==> src/rtl/fft_cmul_combine.sv <==
// Folds four real partial products per complex product into a rounded, saturated result.
// Result enters a 2-deep output FIFO 2 cycles after term 3; no upstream stall, full FIFO drops.
module fft_cmul_combine #(
  parameter int PWIDTH = 36,
  parameter int OWIDTH = 18,
  parameter int SHIFT  = 17
) (
  input  logic                     clk,
  input  logic                     rst,
  input  logic                     p_valid,
  input  logic                     p_first,
  input  logic signed [PWIDTH-1:0] p,
  input  logic                     clr_flags,
  input  logic                     o_ready,
  output logic                     o_valid,
  output logic signed [OWIDTH-1:0] o_re,
  output logic signed [OWIDTH-1:0] o_im,
  output logic                     sat_flag,
  output logic                     drop_flag,
  output logic                     seq_err
);

  localparam int AW = PWIDTH + 1;
  localparam int RW = PWIDTH + 2;
  localparam logic signed [OWIDTH-1:0] OMAX = {1'b0, {(OWIDTH-1){1'b1}}};
  localparam logic signed [OWIDTH-1:0] OMIN = {1'b1, {(OWIDTH-1){1'b0}}};
  localparam logic signed [RW-1:0]     MAXV = {{(RW-OWIDTH){1'b0}}, OMAX};
  localparam logic signed [RW-1:0]     MINV = {{(RW-OWIDTH){1'b1}}, OMIN};
  localparam logic signed [RW-1:0]     RND  = RW'(1) << (SHIFT-1);

  // Returns {clipped, value}.
  function automatic logic [OWIDTH:0] scale(input logic signed [AW-1:0] a);
    logic signed [RW-1:0] s;
    s = $signed({a[AW-1], a}) + RND;
    s = s >>> SHIFT;
    if (s > MAXV)      scale = {1'b1, OMAX};
    else if (s < MINV) scale = {1'b1, OMIN};
    else               scale = {1'b0, s[OWIDTH-1:0]};
  endfunction

  logic [1:0]           phase_q;
  logic signed [AW-1:0] acc_re_q, acc_im_q;
  logic                 done_q;
  logic signed [AW-1:0] p_ext;
  logic                 seq_ev;

  assign p_ext  = {p[PWIDTH-1], p};
  assign seq_ev = p_valid && (p_first ? (phase_q != 2'd0) : (phase_q == 2'd0));

  // p_first always restarts at term 0; a stray non-first term at phase 0 is ignored.
  always_ff @(posedge clk or negedge rst) begin
    if (!rst) begin
      phase_q  <= 2'd0;
      acc_re_q <= '0;
      acc_im_q <= '0;
      done_q   <= 1'b0;
    end else begin
      done_q <= 1'b0;
      if (p_valid) begin
        if (p_first) begin
          acc_re_q <= p_ext;
          phase_q  <= 2'd1;
        end else begin
          case (phase_q)
            2'd1: begin acc_re_q <= acc_re_q - p_ext; phase_q <= 2'd2; end
            2'd2: begin acc_im_q <= p_ext;            phase_q <= 2'd3; end
            2'd3: begin
              acc_im_q <= acc_im_q + p_ext;
              phase_q  <= 2'd0;
              done_q   <= 1'b1;
            end
            default: ;
          endcase
        end
      end
    end
  end

  logic [OWIDTH:0]           scl_re, scl_im;
  logic                      sat_ev;
  logic                      rnd_vld_q;
  logic signed [OWIDTH-1:0]  rnd_re_q, rnd_im_q;

  assign scl_re = scale(acc_re_q);
  assign scl_im = scale(acc_im_q);
  assign sat_ev = done_q && (scl_re[OWIDTH] || scl_im[OWIDTH]);

  always_ff @(posedge clk or negedge rst) begin
    if (!rst) begin
      rnd_vld_q <= 1'b0;
      rnd_re_q  <= '0;
      rnd_im_q  <= '0;
    end else begin
      rnd_vld_q <= done_q;
      if (done_q) begin
        rnd_re_q <= scl_re[OWIDTH-1:0];
        rnd_im_q <= scl_im[OWIDTH-1:0];
      end
    end
  end

  logic signed [OWIDTH-1:0] mem_re_q [2];
  logic signed [OWIDTH-1:0] mem_im_q [2];
  logic                     wr_ptr_q, rd_ptr_q;
  logic [1:0]               cnt_q, cnt_d;
  logic                     pop, push_ok, drop_ev, full;

  assign o_valid = (cnt_q != 2'd0);
  assign o_re    = mem_re_q[rd_ptr_q];
  assign o_im    = mem_im_q[rd_ptr_q];
  assign full    = (cnt_q == 2'd2);
  assign pop     = o_valid && o_ready;
  // When full, a simultaneous pop frees the head slot that the write pointer targets.
  assign push_ok = rnd_vld_q && (!full || pop);
  assign drop_ev = rnd_vld_q && full && !pop;

  always_comb begin
    cnt_d = cnt_q;
    if (push_ok && !pop)      cnt_d = cnt_q + 2'd1;
    else if (!push_ok && pop) cnt_d = cnt_q - 2'd1;
  end

  always_ff @(posedge clk or negedge rst) begin
    if (!rst) begin
      for (int i = 0; i < 2; i++) begin
        mem_re_q[i] <= '0;
        mem_im_q[i] <= '0;
      end
      wr_ptr_q <= 1'b0;
      rd_ptr_q <= 1'b0;
      cnt_q    <= 2'd0;
    end else begin
      cnt_q <= cnt_d;
      if (push_ok) begin
        mem_re_q[wr_ptr_q] <= rnd_re_q;
        mem_im_q[wr_ptr_q] <= rnd_im_q;
        wr_ptr_q           <= ~wr_ptr_q;
      end
      if (pop) rd_ptr_q <= ~rd_ptr_q;
    end
  end

  logic sat_flag_q, drop_flag_q, seq_err_q;

  // A setting event wins over a coincident clear.
  always_ff @(posedge clk or negedge rst) begin
    if (!rst) begin
      sat_flag_q  <= 1'b0;
      drop_flag_q <= 1'b0;
      seq_err_q   <= 1'b0;
    end else begin
      sat_flag_q  <= sat_ev  || (sat_flag_q  && !clr_flags);
      drop_flag_q <= drop_ev || (drop_flag_q && !clr_flags);
      seq_err_q   <= seq_ev  || (seq_err_q   && !clr_flags);
    end
  end

  assign sat_flag  = sat_flag_q;
  assign drop_flag = drop_flag_q;
  assign seq_err   = seq_err_q;

endmodule

==> config.mk <==
export PLATFORM = sky130hd
export DESIGN_NAME = fft_cmul_combine
export DESIGN_NICKNAME = d
export VERILOG_FILES = /design/src/rtl/fft_cmul_combine.sv
export SDC_FILE = /design/constraint.sdc
export NUM_CORES = 1
export LEC_CHECK = 0
export BUFFER_PORTS_ARGS = -buffer_cell sky130_fd_sc_hd__buf_2
export CAP_MARGIN = 20
export CORE_UTILIZATION = 35
export CTS_CLUSTER_SIZE = 8
export DETAILED_ROUTE_END_ITERATION = 8
export HOLD_SLACK_MARGIN = 0.15
export PLACE_DENSITY_LB_ADDON = 0.12
export SLEW_MARGIN = 20
export SYNTH_ARGS = -nofsm -noshare
export SYNTH_HDL_FRONTEND = slang
export SYNTH_SLANG_ARGS = --single-unit
export TNS_END_PERCENT = 50
==> constraint.sdc <==
create_clock -name clk -period 4 [get_ports clk]
set_clock_uncertainty 0.05 [all_clocks]
set_input_delay 0.2 -clock clk [delete_from_list [all_inputs] [get_ports clk]]
set_output_delay 0.2 -clock clk [all_outputs]
set_load 0.01 [all_outputs]
==> impl_metrics.json, run 1 <==
{
  "hp-class": "input pin to flip-flop",
  "path_delay_family": "compound AO/OA/AOI/OAI gates",
  "critPathKind": "input pin to flip-flop",
  "wl_per_cell_um": 17.3,
  "arrival_ns": 3.57,
  "slew_headroom": 0.456,
  "p_leak_uw": 0.00685,
  "wl_met2_mm": 15.9,
  "hold_viol": 0,
  "synth_async_sr_flop_share": 1.00,
  "via_per_inst": 5.26,
  "numPortBuffers": 81,
  "numCtsBuffers": 17,
  "worst_pin_slew_ns": 0.817,
  "yosysWarnings": 0,
  "cp_max_fo": 4,
  "wirelength_mm": 34.6,
  "coreArea_um2": 36700,
  "final_layout_size_suffix_gt1_frac": 0.172,
  "synth_ff_type": "dfrtp_1",
  "syn-num-nets": 1558,
  "grt.total_usage": 0.188,
  "yosys.area_share.simple": 0.125,
  "synth_top_family_by_area": "compound AO/OA/AOI/OAI gates",
  "cp_cell_sequence": "dlygate4sd3_1, buf_2, ha_1, fa_1, nand2b_1, a211oi_2, o2111ai_1, a21oi_2, a31oi_1, o31ai_2, nand2b_1, a21boi_2, mux2i_1, a211o_1",
  "crit_required_ns": 4.29,
  "die-area_um2": 38200,
  "die_w_um": 195,
  "clock-root-buffer": "clkbuf_16",
  "initial_core_util": 0.357,
  "grt_max_degree": 87,
  "num_io_pins": 82,
  "cts.sinks": 193,
  "antenna_found_initial": 2,
  "synthMuxAreaShare": 0.0963,
  "ys_seq_area_frac": 0.369,
  "ant_nets": 0,
  "drt_iter0_drc": 423,
  "powerDensity_nw_per_um2": 730,
  "fin_setup_tns_ns": 0,
  "gp_congestion": 0.852,
  "area_growth_pct": 13.6,
  "clk_latency_ns": 0.45,
  "vdd.ir_drop.worst_mv": 0.336,
  "final-seq-area_um2": 4830,
  "wl_met1_mm": 16.9,
  "grt_pass1_vias": 10600,
  "fillCellCount": 3726,
  "row_count": 70,
  "cts_tree": "built",
  "synth_edf_count": 0,
  "vias": 10500,
  "syn-cell-area_um2": 13100,
  "htree_levels": 4,
  "hp-start": "p[23]",
  "clockBufferDepth": 2,
  "die_h_um": 195,
  "nets": 1635,
  "fmax_mhz": 305,
  "synth_compound_area_frac": 0.225,
  "multiInputGateArea_um2": 7710,
  "max-cap-violations": 0,
  "routed.top_layer": "met5",
  "syn_inst": 1439,
  "worstReg2RegStart": "acc_re_q[0]$_DFFE_PN0P_",
  "drv_slew": 0,
  "path_buf_inv": 2,
  "rsz0062_at_grt": "no",
  "status": "complete, no violations",
  "synth_xor_area_frac": 0.0669,
  "post-route-period-util": 0.819,
  "drcViolationCount": 0,
  "synth_cell_type_count": 68,
  "synth_fa_ha_area_frac": 0.0747,
  "crit_slowest_cell": "dlygate4sd3_1",
  "finalSetupViolations": 0,
  "startpoint": "p[0]",
  "worstSetupStartpointType": "input pin",
  "ys_ff_latch": 193,
  "max_stage_delay_ns": 0.54,
  "routed-wl-met3_mm": 1.05,
  "syn_area_per_cell_um2": 9.10,
  "end_kind": "flip-flop",
  "grt_pass1_wl_mm": 56.9,
  "final_util": 0.405,
  "path_clk_slew_ns": 0.08,
  "hpwl_mm": 25.4,
  "drtPass1Iterations": 5,
  "overflow": 0,
  "period_minus_slack_ns": 3.28,
  "timing.critical_path.mode_cell": "nand2b_1"
}
==> logic make-up (layout without fill, tap and decap cells) <==
kind of cell,after synthesis,after routing
AOI/OAI and AO/OA,468,468
xor gates and xnor gates,100,100
adders and majority gates,77,77
buffers and inverters,144,234
DFF,193,193
muxes,113,113
other,0,1
and+or+nand+nor,344,344
==> final cells by class <==
cell class / count / area share
diodes: 1 / 0.000168
flip-flops and latches: 193 / 0.325
multi-input cells: 1102 / 0.518
clock inverters: 13 / 0.0101
inverters: 71 / 0.0179
repair buffers: 131 / 0.0598
well taps: 468 / 0.0394
clock buffers: 19 / 0.0298
==> worst min-delay path: cells and delay by family <==
| kind | cells | cell delay [ns] |
|---|---|---|
| compound gates | 2 | 0.25 |
| buf+inv | 1 | 0.15 |
==> cells in the final DEF (no fill, tap or decap), types with 6 or more instances in the layout <==
cell type,instances
xnor2_1,54
o211ai_2,9
o21ai_1,37
inv_1,71
buf_4,14
o21ai_0,91
nand4_1,15
a21o_1,51
nand3_1,34
o211ai_1,17
o21a_1,20
xor2_1,46
dlygate4sd3_1,35
a31oi_1,12
nand2_1,110
dfrtp_1,192
and3_1,22
nor3_1,20
a211oi_1,15
or3_1,7
buf_2,80
a21oi_1,132
ha_1,75
o21bai_1,16
mux2i_1,9
nor2_1,84
nand2b_1,16
mux2_2,103
clkbuf_16,17
nor2b_1,9
o31ai_1,6
o22ai_1,28
==> layer usage <==
metal  GRT usage  vias up
met1       0.250     4984
met3      0.0333       34
met2       0.311      145
met5           0        -
li1            -     5351
met4      0.0569        2
==> sequential cells by signal (all words and copies together) (netlist names) <==
name       cells
acc_im_q      37
acc_re_q      37
mem_im_q      36
mem_re_q      36
rnd_im_q      18
rnd_re_q      18
cnt_q          2
phase_q        2
done_q         1
drop_flag      1
rd_ptr_q       1
rnd_vld_q      1
sat_flag       1
seq_err        1
wr_ptr_q       1
==> worst paths after layout <==
check | endpoint | slack, ns | cells after the start
max | acc_re_q[36]$_DFFE_PN0P_ | 0.72 | 14
min | acc_im_q[23]$_DFFE_PN0P_ | 0.16 | 3
max reg2reg | acc_re_q[36]$_DFFE_PN0P_ | 0.80 | 13
min reg2reg | mem_re_q[0]$_DFFE_PN0P_ | 0.43 | 2
max in group asynchronous | acc_re_q[4]$_DFFE_PN0P_ | 2.71 | 3
min in group asynchronous | mem_re_q[25]$_DFFE_PN0P_ | 0.32 | 2
==> stage by stage <==
stage | total power (µW) | hold slack (ns) | setup slack [ns] | std cells | cell area, µm²
after floorplan | 7700 | -0.146 | 1.19 | 1439 | 13100
after global placement | 9070 | 0.273 | 0.869 | 1930 | 13900
after detailed placement | 9120 | 0.275 | 0.804 | 1930 | 13900
after CTS | 11000 | 0.154 | 0.739 | 1997 | 14900
after global routing | 11800 | 0.150 | 0.514 | 1997 | 14900
final | 10900 | 0.161 | 0.723 | 1998 | 14900
==> synth_stat cells (34+ instances only) <==
| master | number | area share |
|---|---|---|
| inv_1 | 71 | 0.020 |
| a21o_1 | 51 | 0.029 |
| o21ai_1 | 38 | 0.015 |
| nand3_1 | 34 | 0.013 |
| xnor2_1 | 54 | 0.036 |
| nor2_1 | 85 | 0.024 |
| clkbuf_1 | 52 | 0.015 |
| xor2_1 | 46 | 0.031 |
| mux2_2 | 103 | 0.089 |
| ha_1 | 75 | 0.072 |
| nand2_1 | 110 | 0.032 |
| o21ai_0 | 91 | 0.035 |
| a21oi_1 | 132 | 0.050 |
| dfrtp_1 | 193 | 0.37 |
==> power breakdown <==
group	internal [µW]	switching [µW]
Clock	903	861
Combinational	2550	2960
Sequential	2800	788
Total	6250	4610
==> repair_timing <==
action	in CTS	in global routing
hold endpoints to repair	148	0
hold buffers	35	0
gates resized for setup	0	0
buffers inserted	0	0
Note: power is estimated with default switching activity, not from simulation.
==> run 2: changes to the inputs <==
==> constraint.sdc (replaced) <==
create_clock -name clk -period 3.15 [get_ports clk]
set_clock_uncertainty 0.05 [all_clocks]
set_input_delay 0.1575 -clock clk [delete_from_list [all_inputs] [get_ports clk]]
set_output_delay 0.1575 -clock clk [all_outputs]
set_load 0.01 [all_outputs]
==> impl_metrics.json, run 2 (synthesis gave the netlist of run 1 again) <==
{
  "status": "complete, no violations",
  "path_clk_slew_ns": 0.08,
  "grt_pass1_wl_mm": 58.9,
  "powerDensity_nw_per_um2": 919,
  "worst_pin_slew_ns": 0.740,
  "initial_core_util": 0.357,
  "max-cap-violations": 0,
  "final_layout_size_suffix_gt1_frac": 0.204,
  "wl_met1_mm": 17.4,
  "hp-class": "input pin to flip-flop",
  "coreArea_um2": 36700,
  "area_growth_pct": 17.2,
  "end_kind": "flip-flop",
  "grt.total_usage": 0.195,
  "drv_slew": 0,
  "place_inst": 1976,
  "crit_required_ns": 3.44,
  "post-route-period-util": 0.971,
  "fmax_mhz": 327,
  "drcViolationCount": 0,
  "largestRegisters": "acc_im_q: 37 flops, acc_re_q: 37 flops",
  "critPathKind": "input pin to flip-flop",
  "wl_per_cell_um": 17.2,
  "grt_max_degree": 75,
  "grt_pass1_vias": 10900,
  "die-area_um2": 38200,
  "antenna_found_initial": 3,
  "vias": 10700,
  "period_minus_slack_ns": 3.06,
  "routed-wl-met3_um": 890,
  "final_common_cell": "dfrtp_1",
  "finalSetupViolations": 0,
  "cts.sinks": 193,
  "cts_tree": "built",
  "clock-root-buffer": "clkbuf_16",
  "arrival_ns": 3.35,
  "worstSetupStartpointType": "input pin",
  "row_count": 70,
  "htree_levels": 4,
  "drtPass1Iterations": 5,
  "final_cells": 2050,
  "numCtsBuffers": 17,
  "rsz0062_at_grt": "yes",
  "wl_met2_mm": 16.6,
  "die_w_um": 195,
  "ant_nets": 0,
  "die_h_um": 195,
  "vdd.ir_drop.worst_mv": 0.440,
  "via_per_inst": 5.23,
  "drt_iter0_drc": 519,
  "slew_headroom": 0.507,
  "hold_viol": 0,
  "fin_setup_tns_ns": 0,
  "p_leak_uw": 0.00709,
  "clockBufferDepth": 2,
  "overflow": 0,
  "numPortBuffers": 81,
  "num_io_pins": 82,
  "hpwl_mm": 26.8,
  "wirelength_mm": 35.3,
  "gp_congestion": 0.857,
  "cp_max_fo": 4,
  "clk_latency_ns": 0.46,
  "routed.top_layer": "met5",
  "final_cell_mix": "dfrtp_1 (192), a21oi_1 (131), nand2_1 (110)",
  "nets": 1686
}
==> run 2: changes by cell type in the layout (fill, tap and decap cells not counted), sizes merged <==
cell / delta
clkinvlp: +2
dlygate4sd3: +2
buf: +49
inv: +1
bufinv: -1
diode: +1
clkbuf: -2
==> run 2: routing by layer <==
metal  vias to the layer above  track usage
met2                       129        0.327
li1                       5442            -
met1                      5127        0.262
met3                        23       0.0276
met4                         2       0.0525
met5                         -            0
==> run 2: power by group <==
part,switching (µW),total (µW),internal (µW)
registers,879,4430,3550
logic,4000,7480,3480
clock network,1130,2190,1050
==> run 2: final cells by class <==
cell class / instances / area, µm²
fillers: 3686 / 21400
inverters: 71 / 267
flip-flops and latches: 193 / 4830
diodes: 2 / 5.00
well taps: 468 / 586
repair buffers: 182 / 1290
clock buffers: 17 / 425
clock inverters: 15 / 149
multi-input cells: 1102 / 7790
==> run 2: per-stage QoR <==
step                area [µm²]  hold slack [ns]  utilization  total power [µW]  worst slack, ns
global route             15300            0.187        0.418             15400          -0.0810
global placement         14300            0.179        0.389             11700           0.0444
CTS                      15200            0.155        0.415             14100           0.0299
detailed placement       14300            0.178        0.389             11800           0.0151
floorplan                13100           -0.188            -              9780            0.338
finish                   15300            0.166        0.418             14100           0.0899
==> run 2: worst max-delay path: stages <==
cell	delay, ns
dlygate4sd3_1	0.53
buf_2	0.15
ha_1	0.22
fa_2	0.35
nand2b_4	0.16
a211oi_4	0.27
o2111ai_2	0.20
a21oi_2	0.24
a31oi_4	0.15
o31ai_4	0.27
nand2b_1	0.13
a21boi_2	0.15
mux2i_1	0.08
a211o_1	0.27
==> run 2: timing repair <==
item                                    CTS  global route
buffers inserted                          0             3
endpoints found under the hold margin   133             0
hold buffers                             37             0
endpoints found under the setup margin    1            11
pin swaps                                 1             6
gates resized for setup                   0            15
==> run 2: worst paths after layout <==
path	end	cells after the start	startpoint	slack, ns
worst max-delay path	acc_re_q[36]$_DFFE_PN0P_	14	p[0]	0.09
worst min-delay path	acc_re_q[7]$_DFFE_PN0P_	4	p[7]	0.17
worst max register to register	acc_re_q[36]$_DFFE_PN0P_	13	acc_re_q[0]$_DFFE_PN0P_	0.10
worst min register to register	mem_re_q[17]$_DFFE_PN0P_	2	mem_re_q[17]$_DFFE_PN0P_	0.43
max in group asynchronous	acc_re_q[11]$_DFFE_PN0P_	3	rst	1.98
min in group asynchronous	mem_re_q[30]$_DFFE_PN0P_	2	rst	0.23
==> run 3: changes to the inputs <==
--- a/config.mk
+++ b/config.mk
@@ -11,8 +11,7 @@
 export CTS_CLUSTER_SIZE = 8
 export DETAILED_ROUTE_END_ITERATION = 8
 export HOLD_SLACK_MARGIN = 0.15
-export PLACE_DENSITY_LB_ADDON = 0.12
-export SLEW_MARGIN = 20
+export PLACE_DENSITY = 0.5
 export SYNTH_ARGS = -nofsm -noshare
 export SYNTH_HDL_FRONTEND = slang
 export SYNTH_SLANG_ARGS = --single-unit
==> impl_metrics.json, run 3 (synthesis gave the netlist of run 1 again) <==
{
  "status": "complete, no violations",
  "grt_pass1_wl_mm": 57.1,
  "clock-root-buffer": "clkbuf_16",
  "worstSetupStartpointType": "input pin",
  "drcViolationCount": 0,
  "vdd.ir_drop.worst_mv": 0.448,
  "coreArea_um2": 36700,
  "place_ws_ns": 0.0128,
  "cts.sinks": 193,
  "path_clk_slew_ns": 0.07,
  "final_util": 0.417,
  "overflow": 0,
  "arrival_ns": 3.29,
  "crit_required_ns": 3.43,
  "final_common_cell": "dfrtp_1",
  "nets": 1674,
  "via_per_inst": 5.23,
  "final-seq-area_um2": 4830,
  "slew_headroom": 0.520,
  "initial_core_util": 0.357,
  "fillCellCount": 3694,
  "critPathKind": "input pin to flip-flop",
  "fmax_mhz": 333,
  "final_layout_size_suffix_gt1_frac": 0.197,
  "drt_iter0_drc": 561,
  "powerDensity_nw_per_um2": 922,
  "hp-class": "input pin to flip-flop",
  "cts_tree": "built",
  "htree_levels": 4,
  "drv_slew": 0,
  "largestRegisters": "acc_im_q: 37 flops, acc_re_q: 37 flops",
  "die-area_um2": 38200,
  "final_cell_mix": "dfrtp_1 (192), a21oi_1 (132), nand2_1 (110)",
  "max-cap-violations": 0,
  "p_leak_uw": 0.00706,
  "num_io_pins": 82,
  "grt_pass1_vias": 10600,
  "worst_pin_slew_ns": 0.720,
  "hpwl_mm": 26.0,
  "area_growth_pct": 16.8,
  "row_count": 70,
  "rsz0062_at_grt": "yes",
  "clk_latency_ns": 0.45,
  "ant_nets": 0,
  "finalSetupViolations": 0,
  "wirelength_mm": 34.4,
  "antenna_found_initial": 2,
  "multiInputGateArea_um2": 7800,
  "gp_congestion": 0.865,
  "wl_per_cell_um": 16.9,
  "grt.total_usage": 0.188,
  "fin_setup_tns_ns": 0,
  "hold_viol": 0,
  "cp_max_fo": 4,
  "grt_max_degree": 86,
  "numCtsBuffers": 17,
  "worstHoldPathCells": 4,
  "numPortBuffers": 81,
  "drtPass1Iterations": 5,
  "power_uw": 14100,
  "die_w_um": 195,
  "die_h_um": 195,
  "worstRegToRegCells": 13,
  "post-route-period-util": 0.954,
  "period_minus_slack_ns": 3.00,
  "vias": 10700,
  "clockBufferDepth": 2,
  "reg2reg_slack_ns": 0.17,
  "end_kind": "flip-flop",
  "worst_slack_ns": 0.146
}
-- run 3: cell count changes in the layout (fill, tap and decap cells not counted), sizes merged --
cell / before / now
buf: 144 / 132
bufinv: 0 / 3
clkbuf: 18 / 20
clkinv: 6 / 3
clkinvlp: 3 / 1
inv: 77 / 75
-- run 3: layout make-up --
| type | count | share of cell area |
|---|---|---|
| multi-input cells | 1102 | 0.510 |
| flip-flops and latches | 193 | 0.316 |
| repair buffers | 170 | 0.0793 |
| well taps | 468 | 0.0383 |
| clock buffers | 19 | 0.0290 |
| inverters | 71 | 0.0174 |
| clock inverters | 11 | 0.0101 |
| diodes | 2 | 0.000327 |
-- run 3: power by group --
| group | leakage, µW | internal [µW] | switching [µW] | total (µW) |
|---|---|---|---|---|
| Sequential | 0.00236 | 3550 | 895 | 4450 |
| Clock | 0.000292 | 1270 | 1020 | 2290 |
| Combinational | 0.00440 | 3430 | 3930 | 7360 |
-- run 3: critical path, cell delays in order --
cell and delay (ns):
dlygate4sd3_1 0.53, buf_2 0.15, ha_1 0.22, fa_2 0.35
nand2b_4 0.16, a211oi_4 0.27, o2111ai_2 0.21, a21oi_2 0.25
a31oi_4 0.14, o31ai_4 0.22, nand2b_1 0.12, a21boi_2 0.16
mux2i_1 0.08, a211o_1 0.27
-- run 3: worst paths after layout --
kind / from / endpoint
worst max-delay path: p[0] / acc_re_q[36]$_DFFE_PN0P_
worst min-delay path: p[23] / acc_im_q[23]$_DFFE_PN0P_
worst max register to register: acc_re_q[0]$_DFFE_PN0P_ / acc_re_q[36]$_DFFE_PN0P_
worst min register to register: mem_re_q[17]$_DFFE_PN0P_ / mem_re_q[17]$_DFFE_PN0P_
max in group asynchronous: rst / acc_re_q[14]$_DFFE_PN0P_
min in group asynchronous: rst / mem_re_q[12]$_DFFE_PN0P_
-- run 3: per-layer routing --
layer | vias to the layer above | part of all wire | GRT usage
li1 | 5410 | - | -
met1 | 5072 | 0.49 | 0.257
met2 | 146 | 0.46 | 0.306
met3 | 27 | 0.027 | 0.0271
met4 | 0 | 0.020 | 0.0580
met5 | - | 0 | 0
-- run 3: metrics by stage --
step           hold WS, ns  area (µm²)  cells
2_1_floorplan       -0.188       13100   1439
3_3_place_gp         0.214       14200   1963
3_5_place_dp         0.222       14200   1963
4_1_cts              0.151       15200   2030
5_1_grt              0.189       15300   2036
6_report             0.154       15300   2036
-- run 3: timing repair --
item | 4_1_cts | 5_1_grt
buffers inserted | 0 | 4
resized for setup | 1 | 14
endpoints found under the hold margin | 149 | 0
gates cloned | 0 | 0
hold buffers | 37 | 0
pin swaps | 0 | 9
endpoints found under the setup margin | 1 | 11
